===== src/rtl/io_in_capture_pkg.sv =====
// Shared constants for io_in_capture: register map, CTRL/STATUS bit positions
// and default parameters.
package io_in_capture_pkg;

  localparam logic [31:0] DEF_BASE_ADDR = 32'h3000_0000;
  localparam int          DEF_NCH       = 20;
  localparam int          DEF_CNT_W     = 16;

  localparam logic [3:0] OFS_SAMPLE = 4'h0;
  localparam logic [3:0] OFS_COUNT  = 4'h4;
  localparam logic [3:0] OFS_CTRL   = 4'h8;
  localparam logic [3:0] OFS_STATUS = 4'hC;

  // word index within the window, i.e. offset[3:2]
  typedef enum logic [1:0] {
    REG_SAMPLE = 2'd0,
    REG_COUNT  = 2'd1,
    REG_CTRL   = 2'd2,
    REG_STATUS = 2'd3
  } reg_idx_e;

  localparam int CTRL_CH_W     = 5;
  localparam int CTRL_EN_BIT   = 8;
  localparam int CTRL_CLR_BIT  = 9;
  localparam int STAT_OVF_BIT  = 0;
  localparam int STAT_PEND_BIT = 1;

  typedef struct packed {
    logic                 en;
    logic [CTRL_CH_W-1:0] ch_sel;
  } ctrl_t;

endpackage


===== src/rtl/io_in_capture_sync.sv =====
// Two-flop synchronizer for asynchronous pad inputs, one chain per bit.
module io_in_capture_sync #(
  parameter int W = 1
) (
  input  logic         gclk,
  input  logic         grst_n,
  input  logic [W-1:0] d,
  output logic [W-1:0] q
);

  logic [W-1:0] meta;

  always_ff @(posedge gclk or negedge grst_n) begin
    if (!grst_n) begin
      meta <= '0;
      q    <= '0;
    end else begin
      meta <= d;
      q    <= meta;
    end
  end

endmodule


===== src/rtl/io_in_capture.sv =====
// Wishbone-mapped rising-edge counter on one selectable io_in channel.
// Optional irq output enabled by macro IO_IN_CAPTURE_IRQ_EN.
module io_in_capture
  import io_in_capture_pkg::*;
#(
  parameter logic [31:0] BASE_ADDR = DEF_BASE_ADDR,
  parameter int          NCH       = DEF_NCH,
  parameter int          CNT_W     = DEF_CNT_W
) (
  input  logic           wb_clk_i,
  input  logic           wb_rst_ni,
  input  logic           wbs_cyc_i,
  input  logic           wbs_stb_i,
  input  logic           wbs_we_i,
  input  logic [3:0]     wbs_sel_i,
  input  logic [31:0]    wbs_adr_i,
  input  logic [31:0]    wbs_dat_i,
  output logic           wbs_ack_o,
  output logic [31:0]    wbs_dat_o,
  input  logic [NCH-1:0] io_in,
  output logic           irq
);

  logic [NCH-1:0]   synced, prev;
  logic [31:0]      synced_x, prev_x, rdata;
  logic [CNT_W-1:0] count;
  ctrl_t            ctrl;
  logic             ovf, pend;
  logic             hit, wr, sel_ok, edge_det, clr, cnt_ev, cnt_sat;
  logic             w1c_ovf, w1c_pend;
  reg_idx_e         idx;

  io_in_capture_sync #(.W(NCH)) u_sync (
    .gclk   (wb_clk_i),
    .grst_n (wb_rst_ni),
    .d      (io_in),
    .q      (synced)
  );

  // Every channel keeps its own previous value, so a CH_SEL switch compares
  // the new channel against its own history and cannot fake an edge.
  always_ff @(posedge wb_clk_i or negedge wb_rst_ni) begin
    if (!wb_rst_ni) prev <= '0;
    else            prev <= synced;
  end

  assign synced_x = 32'(synced);
  assign prev_x   = 32'(prev);
  assign sel_ok   = 32'(ctrl.ch_sel) < 32'(NCH);
  assign edge_det = sel_ok & synced_x[ctrl.ch_sel] & ~prev_x[ctrl.ch_sel];

  assign hit = wbs_cyc_i & wbs_stb_i & (wbs_adr_i[31:4] == BASE_ADDR[31:4]);
  assign idx = reg_idx_e'(wbs_adr_i[3:2]);
  assign wr  = wbs_ack_o & hit & wbs_we_i;

  assign clr      = wr & (idx == REG_CTRL)   & wbs_sel_i[1] & wbs_dat_i[CTRL_CLR_BIT];
  assign w1c_ovf  = wr & (idx == REG_STATUS) & wbs_sel_i[0] & wbs_dat_i[STAT_OVF_BIT];
  assign w1c_pend = wr & (idx == REG_STATUS) & wbs_sel_i[0] & wbs_dat_i[STAT_PEND_BIT];
  assign cnt_ev   = edge_det & ctrl.en & ~clr;
  assign cnt_sat  = &count;

  always_ff @(posedge wb_clk_i or negedge wb_rst_ni) begin
    if (!wb_rst_ni) begin
      count <= '0;
      ctrl  <= '0;
      ovf   <= 1'b0;
      pend  <= 1'b0;
    end else begin
      if (clr)                   count <= '0;
      else if (cnt_ev & ~cnt_sat) count <= count + CNT_W'(1);
      if (wr && idx == REG_CTRL) begin
        if (wbs_sel_i[0]) ctrl.ch_sel <= wbs_dat_i[CTRL_CH_W-1:0];
        if (wbs_sel_i[1]) ctrl.en     <= wbs_dat_i[CTRL_EN_BIT];
      end
      // a set event in the same cycle as W1C wins
      ovf  <= (ovf  & ~w1c_ovf)  | (cnt_ev & cnt_sat);
      pend <= (pend & ~w1c_pend) | cnt_ev;
    end
  end

  always_comb begin
    rdata = '0;
    case (idx)
      REG_SAMPLE: rdata = synced_x;
      REG_COUNT:  rdata = 32'(count);
      REG_CTRL: begin
        rdata[CTRL_CH_W-1:0] = ctrl.ch_sel;
        rdata[CTRL_EN_BIT]   = ctrl.en;
      end
      REG_STATUS: begin
        rdata[STAT_OVF_BIT]  = ovf;
        rdata[STAT_PEND_BIT] = pend;
      end
      default: rdata = '0;
    endcase
  end

  // ack blocks itself for one cycle so a held stb still yields 2-cycle accesses
  always_ff @(posedge wb_clk_i or negedge wb_rst_ni) begin
    if (!wb_rst_ni) begin
      wbs_ack_o <= 1'b0;
      wbs_dat_o <= '0;
    end else begin
      wbs_ack_o <= hit & ~wbs_ack_o;
      wbs_dat_o <= (hit & ~wbs_ack_o) ? rdata : '0;
    end
  end

`ifdef IO_IN_CAPTURE_IRQ_EN
  assign irq = pend & ctrl.en;
`else
  assign irq = 1'b0;
`endif

  logic unused_bits;
  assign unused_bits = &{1'b0, wbs_adr_i[1:0], wbs_sel_i[3:2],
                         wbs_dat_i[31:10], wbs_dat_i[7:5]};

endmodule


===== config.mk =====
export PLATFORM = sky130hd
export DESIGN_NAME = io_in_capture
export DESIGN_NICKNAME = d
export VERILOG_FILES = /design/src/rtl/io_in_capture_pkg.sv /design/src/rtl/io_in_capture_sync.sv /design/src/rtl/io_in_capture.sv
export SDC_FILE = /design/constraint.sdc
export NUM_CORES = 1
export LEC_CHECK = 0
export CORE_ASPECT_RATIO = 2
export CORE_MARGIN = 5
export CORE_UTILIZATION = 30
export DETAILED_ROUTE_END_ITERATION = 16
export PLACE_DENSITY_LB_ADDON = 0.08
export RECOVER_POWER = 50
export SLEW_MARGIN = 25
export SYNTH_ARGS = -nofsm -noshare
export SYNTH_HDL_FRONTEND = slang
export SYNTH_SLANG_ARGS = --single-unit
export TNS_END_PERCENT = 5

===== constraint.sdc =====
create_clock -name wb_clk_i -period 2.95 [get_ports wb_clk_i]
set_input_delay 0.295 -clock wb_clk_i [delete_from_list [all_inputs] [get_ports wb_clk_i]]
set_output_delay 0.295 -clock wb_clk_i [all_outputs]
set_load 0.01 [all_outputs]

# Yosys cells after proc, flatten, opt, wreduce, memory -nomap -nowiden
# Index checks and enable logic that the tools add are counted.
[op_classes] bitwise=28 n_mux=12 addsub=1 reduce_logical=6 order_cmp=2 n_eq_ne=4
[ops] cell="16-bit two-way mux" n=2
[ops] cell="32-bit two-way mux" n=1
[ops] cell="28-bit by 26-bit == test with 1-bit output, second input constant" n=1
[ops] cell="11-bit one-hot mux with 2 select lines" n=1
[ops] cell="1-bit bitwise AND" n=20
[ops] cell="16-bit by 1-bit adder with 16-bit output, second input constant" n=1
[ops] cell="16-bit AND reduction" n=1
[ops] cell="1-bit binary-select mux with 5-bit select" n=2
[ops] cell="3-bit one-hot mux with 3 select lines" n=1
[ops] cell="2-bit one-hot mux with 4 select lines" n=1
[ops] cell="5-bit by 6-bit < comparator with 1-bit output, second input constant" n=1
[ops] cell="1-bit inverter" n=6
[ops] cell="3-bit one-hot mux with 2 select lines" n=1
[ops] cell="5-bit < comparator, second input constant" n=1
[ops] cell="2-bit == test, second input constant" n=2
[ops] cell="2-bit AND reduction" n=2
[ops] cell="1-bit one-hot mux with 3 select lines" n=1
[ops] cell="2-bit by 1-bit == test with 1-bit output, second input constant" n=1
[ops] cell="2-bit zero test" n=1
[ops] cell="1-bit two-way mux" n=2
[ops] cell="1-bit OR" n=2
[ops] cell="2-bit nonzero test" n=1
[ops] cell="1-bit logical AND" n=1
[totals] input_bits=93 ff_bits=117 wordCells=63

# Longest topological paths before layout
# Gate-level depths: netlist of the first run.
[logic_depth] depth_word=12 depth_mapped=10

# Cells and area by module
# A second synthesis of the first run with hierarchy kept.
[unflattened] hier_cells=329 area_unflattened_um2=4092.7
[modules_own_cells] module="io_in_capture" area_each_um2=3091.7 cells_per_inst=289 seq_area_each_um2=1626.6 instances=1
[modules_own_cells] module="io_in_capture_sync" area_each_um2=1001.0 cells_per_inst=40 seq_area_each_um2=1001.0 instances=1

# Least setup slack after synthesis of the first run
# No wires, ideal clock.
[synth_timing] path_kind="register to register" startpoint="register ctrl[1] in the netlist's numbering" endpoint="register count[2]" setup_time_ps=78 slack_ps=813 required_ps=2872 stages_incl_launch_ff=9 arrival_time_ps=2059 period_less_slack_ps=2137 path_cell_list="dfrtp_1 -> buf_6 -> or3b_1 -> a21o_1 -> a32oi_2 -> nand4_2 -> buf_6 -> or4_1 -> a21oi_1"
[synth_via] elab_chain_cells=8 word_cells_on_any_way=12 classes_between="order compare: 1; mux: 4; bitwise: 6; reduce/logical: 1"
[synth_lines] item="from (decl)" line_no="io_in_capture.sv:27" rtl="ctrl_t ctrl;"
[synth_lines] item="1-bit binary-select mux with 5-bit select" line_no="io_in_capture.sv:50" rtl="assign edge_det = sel_ok & synced_x[ctrl.ch_sel] & ~prev_x[ctrl.ch_sel];"
[synth_lines] item="1-bit two-way mux (implied by the code)" line_no="io_in_capture.sv:50"
[synth_lines] item="1-bit bitwise AND or 1-bit inverter (tied branches)" line_no="io_in_capture.sv:50"
[synth_lines] item="1-bit bitwise AND *" line_no="io_in_capture.sv:50"
[synth_lines] item="1-bit bitwise AND * (2 in series)" line_no="io_in_capture.sv:59" rtl="assign cnt_ev = edge_det & ctrl.en & ~clr;"
[synth_lines] item="1-bit bitwise AND *" line_no="io_in_capture.sv:70" rtl="else if (cnt_ev & ~cnt_sat) count <= count + CNT_W'(1);"
[synth_lines] item="2-bit nonzero test (no line) *"
[synth_lines] item="to (signal assigned)" line_no="io_in_capture.sv:70"
[synth_lines] item="to (decl)" line_no="io_in_capture.sv:26" rtl="logic [CNT_W-1:0] count;"
# Every way passes the cells marked *; elsewhere a longest branch is shown, timed or not. The select of a mux whose other input is x is not followed.
# A chain may end at the register's enable or synchronous reset.

# Worst setup path in the final report of the first run
[layout_timing] startpoint="register ctrl[1] in the netlist's numbering" endpoint="register count[5]"
# Same word-level chain as after synthesis.

==> reports/metrics.yaml, run 1 <==
outcome:
  status: "complete, but fails checks"
  failed_checks: "max-capacitance violations, max-slew violations"
synth:
  yosysTopAreaCell: "dfrtp_1"
  yosysUniqueCellTypes: 53
  syn_avg_cell_area_sq_um: 12.3
  synth_seq_cells: 105
  netlist_area_sq_um: 4210
  yosysSeqAreaShare_pct: 62.5
  synth_ff_type: "dfrtp_1"
  synthTopCellsByArea: "dfrtp_1 62%, mux2i_1 3.3%, nor2_1 2.5%"
  synth_edf_count: 0
  yosys.area.top_type_share_pct: 62.5
  yosysWarnings: 0
  async_flop_share_pct: 100
  synthCells: 342
routing:
  viasPerCell: 4.79
  drt_wl_total_um: 11100
  drc: 0
  first_pass_iters: 4
  wl_per_cell_um: 17.8
  drtIter0Drc: 143
  postRouteAntennaNets: 0
  via_count: 2987
finish:
  final_cell_count_no_fill: 624
  drive_gt1_share_pct: 8.97
  layout.nets: 524
  synthToLayoutAreaGrowth_pct: 32.1
  design_area_sq_um: 5560
  antenna_cells: 0
  multiInputGateArea_sq_um: 1420
  fill_cells: 1334
  area.sequential_sq_um: 2630
clocking:
  cts_tree: "yes"
  cts-root-buf: "clkbuf_16"
  post_cts_buffers: 0
  hold_buffers: 0
  numCtsBuffers: 9
  path_clk_slew_ns: 0.08
  cts_buffer_depth: 2
  clock_sink_count: 105
  cts_resized: 0
  ctsHtreeMaxLevel: 3
  clock_latency_ns: 0.35
placement:
  dp.cells: 608
  place_congestion: 0.797
  post-dp-hpwl_um: 8150
  pre_cts_ws_ns: 0.373
  port_buffers: 84
  dpl-instance-area_sq_um: 5230
grt:
  grt_pass1_wl_um: 17300
  grt_max_degree: 74
  grt_pass1_vias: 3220
  grt_usage_pct: 13.9
  antenna_found_initial: 0
  gr-total-overflow: 0
worst_setup_path:
  critical_path_class: "flip-flop to flip-flop"
  crit_path_end_kind: "flip-flop"
  crit_fanout: 25
  start_kind: "flip-flop"
  worst-r2r-setup-slack_ns: 0.45
  cp_data_required_time_ns: 3.21
  crit_arrival_ns: 2.76
pwr:
  power_frac_seq_pct: 51.0
  intPower_mw: 2.26
  clkPwrFrac_pct: 43.2
  cellLeakagePower_nw: 2.37
  swShare_pct: 23.2
  peakVddDrop_mv: 0.336
  powerDensity_nw_per_um2: 529
  p_sw_uw: 680
  combPwrFrac_pct: 5.8
sta:
  fin_setup_tns_ns: 0
  slew_violations: 73
  relSlewSlack_pct: -24.6
  post-route-period-util_pct: 84.9
  rsz0062_at_grt: "no"
  hold_viol_final: 0
  max_freq_mhz: 399
  setup-violations-final: 0
  worstMarginPinSlew_ns: 1.87
  final.min_clock_period_ns: 2.50
  clock_skew_ns: 0.00723
  fin_ws_ns: 0.446
die:
  die_x_um: 93.7
  die_h_um: 177
  rows: 61
  die-area_sq_um: 16600
  start_util_pct: 30.4
  io-pin-count: 127
  core_area_sq_um: 13800
flow_run:
  maxCapViolCount: 1
hold_path:
  hp-class: "flip-flop to flip-flop"
## per-layer routing
metal | global-route usage [%] | part of all wire [%]
met1 | 14.8 | 37
met2 | 25.3 | 54
met3 | 3.22 | 5.9
met4 | 6.09 | 2.9
met5 | 0 | 0
## per-stage QoR
step                      hold slack [ns]  power, mW  util, %
after floorplan                 -0.000591       1.58        -
after global placement              0.332       1.70     37.9
after detailed placement            0.335       1.71     37.9
after CTS                           0.128       3.00     40.2
after global routing                0.356       3.07     40.2
final                               0.350       2.94     40.2
## state kept, by name, indices dropped and copies added (netlist names)
name         count
pend             1
count           16
prev            20
wbs_dat_o       20
wbs_ack_o        1
u_sync.meta     20
ovf              1
u_sync.q        20
ctrl             6
## final timing paths
check                                     start            to  cells past startpoint
worst max-delay path                    ctrl[1]      count[5]                      7
worst min-delay path            u_sync.meta[14]  u_sync.q[14]                      0
worst max register to register          ctrl[1]      count[5]                      7
worst min register to register  u_sync.meta[14]  u_sync.q[14]                      0
max in group asynchronous             wb_rst_ni       prev[5]                      1
min in group asynchronous             wb_rst_ni     count[10]                      1
## cells in the mapped netlist, types with 3 or more instances
library cell,number
inv_1,6
mux2i_1,14
clkbuf_1,7
nand3b_1,5
nand3_1,9
mux2_2,6
nand4_1,8
nor4b_1,4
and3b_1,3
and3_1,8
buf_2,6
and2_1,5
o21ai_1,3
o31ai_1,9
a21oi_1,17
nor3b_1,4
and4_1,3
buf_4,13
dfrtp_1,105
nand2_1,11
or3_1,3
nor2_1,28
nor2b_1,5
nor4_1,10
nor3_1,6
or4_1,8
## cells by family (layout without fill, tap and decap cells)
| kind of cell | count (synthesis) | in the layout | share of synthesized area (%) |
|---|---|---|---|
| muxes | 22 | 22 | 6.01 |
| DFF | 105 | 105 | 62.5 |
| AOI/OAI and AO/OA | 46 | 46 | 7.56 |
| adders and majority gates | 1 | 1 | 0.297 |
| and+or+nand+nor | 132 | 132 | 18.7 |
| other | 1 | 13 | 0.0892 |
| buffers and inverters | 35 | 116 | 4.82 |
## layout make-up
class	instances	share of cell area, %
flip-flops and latches	105	47.3
multi-input cells	214	25.6
inverters	6	0.405
clock inverters	7	1.80
well taps	189	4.26
repair buffers	94	16.6
clock buffers	9	4.05
## layout by cell type, fill, tap and decap left out, types with 3 or more instances in the layout
cell type	n
nor4_1	10
o21ai_1	3
nor3_1	6
nand3_1	9
nand2_1	11
and2_1	5
and4_1	3
mux2i_1	14
o31ai_1	9
and3b_1	3
and3_1	8
nand4_1	8
dlygate4sd3_1	20
or3_1	3
clkbuf_16	9
a21oi_1	17
inv_1	6
clkdlybuf4s50_1	63
or4_1	8
buf_4	9
nor4b_1	4
mux2_2	6
nor2_1	28
nand3b_1	5
conb_1	13
nor3b_1	4
dfrtp_1	105
nor2b_1	5
## power groups by stage
stage	Sequential (mW)	Combinational [mW]	Clock, mW
2_1_floorplan	1.52	0.0571	0
3_3_place_gp	1.53	0.176	0
3_5_place_dp	1.53	0.177	0
4_1_cts	1.50	0.178	1.32
5_1_grt	1.51	0.187	1.38
6_report	1.50	0.169	1.27
## worst max-delay path: stages (launching register included)
cell	delay, ns
dfrtp_1	0.54
or3b_1	0.44
a21o_1	0.19
a32oi_2	0.22
nand4_2	0.12
buf_4	0.23
or4_1	0.49
a21oi_1	0.18
Power figures use the tool's default switching activity.
==> run 2, diff against run 1 <==
- clock period: 2.95 -> 2.4 ns (I/O delays scaled with it)
==> reports/metrics.yaml, run 2 (synthesis gave the netlist of run 1 again) <==
outcome:
  status: "complete, but fails checks"  # unchanged
  failed_checks: "max-capacitance violations, max-slew violations"  # unchanged
clocking:
  cts-root-buf: "clkbuf_16"  # unchanged
  path_clk_slew_ns: 0.07  # was 0.08 ns
  cts_buffer_depth: 2  # unchanged
  ctsHtreeMaxLevel: 3  # unchanged
  cts_resized: 0  # unchanged
  clock_sink_count: 105  # unchanged
  cts_tree: "yes"  # unchanged
  post_cts_buffers: 0  # unchanged
  clock_latency_ns: 0.34  # was 0.35 ns
  numCtsBuffers: 9  # unchanged
placement:
  place_congestion: 0.825  # was 0.797
  dp.cells: 623  # was 608
  dpl-instance-area_sq_um: 5360  # was 5230 sq um
  post-dp-hpwl_um: 8710  # was 8150 um
  port_buffers: 84  # unchanged
routing:
  drc: 0  # unchanged
  postRouteAntennaNets: 0  # unchanged
  drtIter0Drc: 146  # was 143
  viasPerCell: 4.72  # was 4.79
  first_pass_iters: 4  # unchanged
  wl_per_cell_um: 17.7  # was 17.8 um
  via_count: 3018  # was 2,987
  drt_wl_total_um: 11300  # was 11,100 um
finish:
  fill_cells: 1330  # was 1,334
  final_cell_count_no_fill: 640  # was 624
  final_common_cell: "dfrtp_1"  # unchanged
  drive_gt1_share_pct: 11.5  # was 8.97%
  mostFrequentLayoutCells: "105 x dfrtp_1, 63 x clkdlybuf4s50_1, 28 x nor2_1"  # unchanged
  synthToLayoutAreaGrowth_pct: 35.4  # was 32.1%
  layout.nets: 540  # was 524
  design_area_sq_um: 5690  # was 5560 sq um
  antenna_cells: 0  # unchanged
sta:
  fin_setup_tns_ns: 0  # unchanged
  relSlewSlack_pct: -3.23  # was -24.6%
  hold_viol_final: 0  # unchanged
  rsz0062_at_grt: "no"  # unchanged
  post-route-period-util_pct: 93.8  # was 84.9%
  max_freq_mhz: 444  # was 399 MHz
  slew_violations: 29  # was 73
  setup-violations-final: 0  # unchanged
  worstMarginPinSlew_ns: 1.55  # was 1.87 ns
  clock_skew_ns: 0.00841  # was 0.00723 ns
  final.min_clock_period_ns: 2.25  # was 2.50 ns
grt:
  grt_pass1_wl_um: 17900  # was 17,300 um
  grt_usage_pct: 14.3  # was 13.9%
  grt_pass1_vias: 3299  # was 3,220
  grt_max_degree: 50  # was 74
  gr-total-overflow: 0  # unchanged
  antenna_found_initial: 0  # unchanged
worst_setup_path:
  crit_arrival_ns: 2.52  # was 2.76 ns
  cp_data_required_time_ns: 2.67  # was 3.21 ns
  cpPeakStageDelay_ns: 0.47  # was 0.54 ns
  critical_path_class: "flip-flop to flip-flop"  # unchanged
  cp_cell_sequence: "or3b_1 -> a21o_1 -> a32oi_2 -> nand4_2 -> buf_12 -> or4_1 -> a21oi_1"  # was or3b_1 -> a21o_1 -> a32oi_2 -> nand4_2 -> buf_4 -> or4_1 -> a21oi_1
  start_kind: "flip-flop"  # unchanged
  crit_path_end_kind: "flip-flop"  # unchanged
  crit_fanout: 25  # unchanged
  worst_path_max_delay_cell: "or4_1"  # was dfrtp_1
hold_path:
  hp-class: "flip-flop to flip-flop"  # unchanged
pwr:
  cellLeakagePower_nw: 2.46  # was 2.37 nW
  powerDensity_nw_per_um2: 653  # was 529 nW/um^2
  peakVddDrop_mv: 0.632  # was 0.336 mV
die:
  core_area_sq_um: 13800  # unchanged
  die-area_sq_um: 16600  # unchanged
  io-pin-count: 127  # unchanged
  rows: 61  # unchanged
  die_h_um: 177  # unchanged
  start_util_pct: 30.4  # unchanged
  die_x_um: 93.7  # unchanged
flow_run:
  maxCapViolCount: 1  # unchanged
run 2: what timing repair did:
| item | in CTS | in global routing |
|---|---|---|
| hold endpoints to repair | 26 | 0 |
| hold buffers | 1 | 0 |
| endpoints found under the setup margin | 0 | 0 |
run 2: metal layers:
layer	vias to the layer above	GRT usage (%)	share of wire (%)
li1	1428	-	-
met2	96	26.9	56
met5	-	0	0
met1	1480	14.8	36
met4	0	5.91	2.3
met3	14	3.22	5.9
run 2: report_power, final:
group | switching [mW] | internal, mW
registers | 0.0243 | 1.82
clock network | 0.698 | 0.970
logic | 0.0928 | 0.117
run 2: worst paths after layout:
path / startpoint / endpoint / slack, ns / depth (start not counted)
worst min register to register: u_sync.meta[14] / u_sync.q[14] / 0.35 / 0
worst max register to register: ctrl[1] / count[11] / 0.15 / 7
max in group asynchronous: wb_rst_ni / u_sync.meta[7] / 0.44 / 3
worst max-delay path: ctrl[1] / count[11] / 0.15 / 7
worst min-delay path: u_sync.meta[14] / u_sync.q[14] / 0.35 / 0
min in group asynchronous: wb_rst_ni / u_sync.meta[17] / 0.81 / 2
run 2: cell type report:
type	count	area, sq um	share of cell area (%)
Sequential cell	105	2630	46.2
Multi-Input combinational cell	214	1420	24.9
Tap cell	189	236	4.15
Inverter	6	22.5	0.396
Clock buffer	10	239	4.20
Timing Repair Buffer	110	1040	18.4
Clock inverter	6	103	1.80
run 2: worst max-delay path: cells and delay by family (launching register included):
family | cells | cell delay (ns)
AOI/OAI and AO/OA | 3 | 0.56
buffers and inverters | 1 | 0.19
DFF | 1 | 0.41
and+or+nand+nor | 3 | 1.01
run 2: metrics by stage:
step	power [mW]	hold WS, ns	utilization (%)	setup slack (ns)
3_5_place_dp	2.10	0.189	38.8	-0.0428
6_report	3.72	0.349	41.2	0.148
5_1_grt	3.87	0.356	41.2	0.00725
3_3_place_gp	2.10	0.190	38.8	-0.0609
2_1_floorplan	1.94	-0.0556	-	0.263
4_1_cts	3.80	0.317	41.3	0.142
